### config.mk
export PLATFORM = sky130hd
export DESIGN_NAME = sar_adc_seq
export DESIGN_NICKNAME = d
export VERILOG_FILES = /design/src/rtl/sar_adc_seq.sv
export SDC_FILE = /design/constraint.sdc
export NUM_CORES = 1
export LEC_CHECK = 0
export CAP_MARGIN = 20
export CORE_UTILIZATION = 55
export DETAILED_ROUTE_END_ITERATION = 16
export GPL_ROUTABILITY_DRIVEN = 0
export PLACE_DENSITY = 0.83
export SLEW_MARGIN = 25
export SYNTH_ARGS = -nofsm -noshare
export SYNTH_HDL_FRONTEND = slang
export SYNTH_SLANG_ARGS = --single-unit
### constraint.sdc
create_clock -name clk -period 3.85 [get_ports clk]
set_input_delay 0.5775 -clock clk [delete_from_list [all_inputs] [get_ports clk]]
set_output_delay 0.5775 -clock clk [all_outputs]
set_load 0.05 [all_outputs]
### src/rtl/sar_adc_seq.sv
// Successive-approximation ADC sequencer: drives DAC trial codes and the analog mux,
// samples the comparator in CHECK and resolves WIDTH bits MSB-first, optionally scanning all channels.
module sar_adc_seq #(
  parameter int unsigned WIDTH  = 10,
  parameter int unsigned NUM_CH = 4,
  parameter int unsigned SETTLE = 1,
  localparam int unsigned CH_W  = (NUM_CH > 1) ? $clog2(NUM_CH) : 1
) (
  input  logic             clk,
  input  logic             rst,
  input  logic             start,
  input  logic             scan_en,
  input  logic [CH_W-1:0]  ch_sel,
  input  logic             comp_in,
  output logic [WIDTH-1:0] dac_out,
  output logic [CH_W-1:0]  mux_sel,
  output logic             busy,
  output logic             done,
  output logic [WIDTH-1:0] data,
  output logic [CH_W-1:0]  data_ch
);

  typedef enum logic [2:0] {
    S_IDLE,
    S_MSETTLE,
    S_SETBIT,
    S_WAIT,
    S_CHECK
  } state_t;

  localparam logic [WIDTH-1:0] MSB         = WIDTH'(1) << (WIDTH - 1);
  localparam logic [3:0]       SETTLE_LAST = (SETTLE > 0) ? 4'(SETTLE - 1) : 4'd0;
  localparam logic [CH_W-1:0]  LAST_CH     = CH_W'(NUM_CH - 1);
  localparam logic [CH_W:0]    NUM_CH_EXT  = (CH_W + 1)'(NUM_CH);

  state_t           state;
  logic [WIDTH-1:0] bit_mask;
  logic [3:0]       cnt;
  logic             scan_r;
  logic [CH_W:0]    ch_ext;
  logic [CH_W-1:0]  ch_start;
  logic [WIDTH-1:0] decided;
  logic             last_ch;

  always_comb begin
    ch_ext   = {1'b0, ch_sel};
    ch_start = (ch_ext < NUM_CH_EXT) ? ch_sel : '0;
    // Trial code with this cycle's comparator decision folded in.
    decided  = comp_in ? dac_out : (dac_out & ~bit_mask);
    last_ch  = (mux_sel == LAST_CH);
  end

  always_ff @(posedge clk) begin
    if (rst) begin
      state    <= S_IDLE;
      dac_out  <= '0;
      mux_sel  <= '0;
      data     <= '0;
      data_ch  <= '0;
      busy     <= 1'b0;
      done     <= 1'b0;
      bit_mask <= '0;
      cnt      <= '0;
      scan_r   <= 1'b0;
    end else begin
      done <= 1'b0;
      case (state)
        S_IDLE: begin
          if (start) begin
            scan_r   <= scan_en;
            mux_sel  <= scan_en ? '0 : ch_start;
            dac_out  <= '0;
            bit_mask <= MSB;
            busy     <= 1'b1;
            cnt      <= '0;
            state    <= (SETTLE > 0) ? S_MSETTLE : S_SETBIT;
          end
        end

        S_MSETTLE: begin
          if (cnt == SETTLE_LAST) begin
            cnt   <= '0;
            state <= S_SETBIT;
          end else begin
            cnt <= cnt + 4'd1;
          end
        end

        S_SETBIT: begin
          dac_out <= dac_out | bit_mask;
          cnt     <= '0;
          state   <= (SETTLE > 0) ? S_WAIT : S_CHECK;
        end

        S_WAIT: begin
          if (cnt == SETTLE_LAST) begin
            cnt   <= '0;
            state <= S_CHECK;
          end else begin
            cnt <= cnt + 4'd1;
          end
        end

        S_CHECK: begin
          dac_out <= decided;
          if (!bit_mask[0]) begin
            bit_mask <= bit_mask >> 1;
            state    <= S_SETBIT;
          end else begin
            data    <= decided;
            data_ch <= mux_sel;
            done    <= 1'b1;
            if (!scan_r || last_ch) begin
              busy  <= 1'b0;
              state <= S_IDLE;
            end else begin
              // Next scan channel restarts exactly as a fresh start would.
              mux_sel  <= mux_sel + 1'b1;
              dac_out  <= '0;
              bit_mask <= MSB;
              cnt      <= '0;
              state    <= (SETTLE > 0) ? S_MSETTLE : S_SETBIT;
            end
          end
        end

        default: state <= S_IDLE;
      endcase
    end
  end

endmodule

==> qor.csv <==
metric,value,unit
Skew-Pair Late Insertion Delay,0.36,ns
#FFs+latches synth,44,
Tightest Pin Transition,0.896,ns
via count,1594,
Yosys cell types,39,
main combinational cell family by area after synthesis,simple AND/OR/NAND/NOR gates,
WP data arrival,1.62,ns
hold buffer count at cts,0,
post-detail-place hpwl,2.79,mm
wire length on met1,1.84,mm
Die Y,59.6,um
flop2flop setup slack,1.85,ns
clock-pin slew on the worst setup and hold paths,0.13,ns
Starting Density,58.8,%
Buf/Inv on CP,1,
CTS tree,done,
Setup WS pre-CTS,1.50,ns
DRT iter0 DRCs,81,
Setup CP Type,register to output port,
fin crit period,2.20,ns
Post-Synth Adder-Cell Area,2.06,%
share of cells above drive strength 1,6.30,%
wire length on met3,201,um
antenna violations before repair,0,
switch share,24.9,%
count of pins over their slew limit,0,
Final setup viols,0,
post-synthesis average cell area,8.78,um2
switching power,209,uW
"leading cell type in the layout, fill and taps excluded",dfxtp_1,
leakage power total,0.757,nW
Mapped Area,0.00183,mm2
outcome,"complete, no violations",
Routed WL per cell,13.8,um
Worst EP required,3.27,ns
full die area,0.00355,mm2
highest metal layer with signal wires,met4,
"Max stage delay cell, worst path",clkdlybuf4s50_1,
most frequent cells in the layout,"dfxtp_1, a21oi_1, clkdlybuf4s50_1, nand2_1, nor2_1",
Sequential Power Share,56.3,%
Setup Buffers After CTS,0,
width of the die,59.6,um
asr flop ratio synth,0,%
clock share of power,33.5,%
worst-case clock buffer depth,2,
Total GRT Usage,24.7,%
CP max stage delay,0.84,ns
startpoint types,register,
setup clock skew after layout,0.0107,ns
post-route setup TNS,0,ns
Compound-Gate Fraction of Synth Area,21.5,%
Int Pwr,632,uW
vias per inst,5.65,
first-pass GRT wire length,6.50,mm
TritonCTS Sinks,44,
ANT cells,0,
"Hold Vio Cnt, Final",0,
crit share post-route,57.1,%
PortBufs,32,
PwrDens,378,mW/mm2
Worst Setup End Kind,output port,
worst-path fanout max,3,
met2 WL,1.80,mm
fmax,0.455,GHz
Post-synth EDFFs,0,
xor and xnor area share after synthesis,0.480,%
Slew HR,40.1,%
Total Nets Final,247,
Rows,20,
final antenna-violating net count,0,
# fillers,265,
"Primary FF master, synth",dfxtp_1,
Synth warnings,0,
root buffer cell,clkbuf_4,
H-tree depth,2,
WL final,3.90,mm
"Seq/Total Area, Yosys",48.3,%
Area growth syn-to-layout,21.9,%
cts bufs inserted,5,
number of global-route vias before repair,1441,
grt total ovfl,0,
"Largest delay share family, worst path",buffers and inverters,
Gate Count Post-Synth,208,
Final WS setup,1.65,ns
Core Area,0.00310,mm2
combinational share of power,10.2,%
unrepaired setup endpoints after global routing,false,
residual DRC count,0,
# IOs,33,
worst hold-check path type,register to register,
post-synthesis simple-gate area fraction,23.6,%
maxcap violations,0,
post-CTS sizing,0,
multiplexer share of the synthesized area,0,%
VDD IR max,0.264,mV
worst-path cell chain,clkdlybuf4s50_1,
DR pass1 iterations,4,
syn nets,218,
pin count of the biggest net entering global routing,28,
[power groups by stage]
stage / logic, mW / clock network [mW] / registers [mW]
3_5_place_dp: 0.0847 / 0 / 0.483
4_1_cts: 0.0850 / 0.285 / 0.473
6_report: 0.0859 / 0.282 / 0.473
2_1_floorplan: 0.0572 / 0 / 0.490
5_1_grt: 0.0947 / 0.307 / 0.475
3_3_place_gp: 0.0819 / 0 / 0.483
[path summary, 6_finish.rpt]
| check | start | endpoint | depth (start not counted) |
|---|---|---|---|
| max | dac_out[8] | dac_out[8] | 1 |
| min | data[8] | data[8] | 2 |
| max reg2reg | state[2] | dac_out[9] | 4 |
| min reg2reg | data[8] | data[8] | 2 |
[routing by layer]
layer  vias to the layer above  global-route usage [%]
met2                        50                    38.4
met5                         -                       0
met3                         7                    5.90
met4                         0                    8.31
met1                       740                    33.7
li1                        797                       -
[cell type report]
class | instances | area, um2 | area share (%)
clock buffers | 6 | 41.3 | 1.86
clock inverters | 2 | 35.0 | 1.57
inverters | 4 | 15.0 | 0.675
multi-input cells | 149 | 870 | 39.1
flip-flops and latches | 44 | 881 | 39.6
well taps | 44 | 55.1 | 2.47
repair buffers | 33 | 328 | 14.7
[cells by family after synthesis]
logic type	after synthesis
and+or+nand+nor	83
AOI/OAI and AO/OA	62
DFF	44
buffers and inverters	15
adders and majority gates	3
xor gates and xnor gates	1
[flip-flops by register name, indices dropped and copies added, names as in the netlist]
| name | flops |
|---|---|
| data | 10 |
| state | 3 |
| bit_mask | 10 |
| done | 1 |
| busy | 1 |
| dac_out | 10 |
| data_ch | 2 |
| mux_sel | 2 |
| cnt | 4 |
| scan_r | 1 |
[stage by stage]
| stage | instances | total power [mW] | util [%] | hold WS, ns | area (um2) |
|---|---|---|---|---|---|
| floorplan | 208 | 0.547 | - | 0.439 | 1830 |
| CTS | 282 | 0.843 | 71.7 | 0.460 | 2220 |
| detailed placement | 274 | 0.568 | 69.2 | 0.444 | 2150 |
| global route | 282 | 0.877 | 71.7 | 0.480 | 2220 |
| global placement | 274 | 0.565 | 69.2 | 0.440 | 2150 |
| finish | 282 | 0.841 | 71.7 | 0.458 | 2220 |
[Yosys cell counts (2+ instances only)]
| library cell | count | area [um2] |
|---|---|---|
| inv_1 | 4 | 15.0 |
| ha_1 | 3 | 37.5 |
| a31oi_1 | 3 | 18.8 |
| dfxtp_1 | 44 | 881 |
| nor2_1 | 17 | 63.8 |
| nor2b_1 | 4 | 25.0 |
| a22o_1 | 8 | 70.1 |
| nor3_1 | 2 | 10.0 |
| a21oi_1 | 37 | 185 |
| nor3b_1 | 2 | 15.0 |
| buf_6 | 2 | 22.5 |
| nand2_1 | 22 | 82.6 |
| o211ai_1 | 2 | 15.0 |
| o21ai_0 | 3 | 15.0 |
| nand3_1 | 15 | 75.1 |
| nand2b_1 | 11 | 68.8 |
| buf_2 | 3 | 15.0 |
| clkbuf_1 | 5 | 18.8 |
No activity file was read; power rests on OpenSTA's default activity.
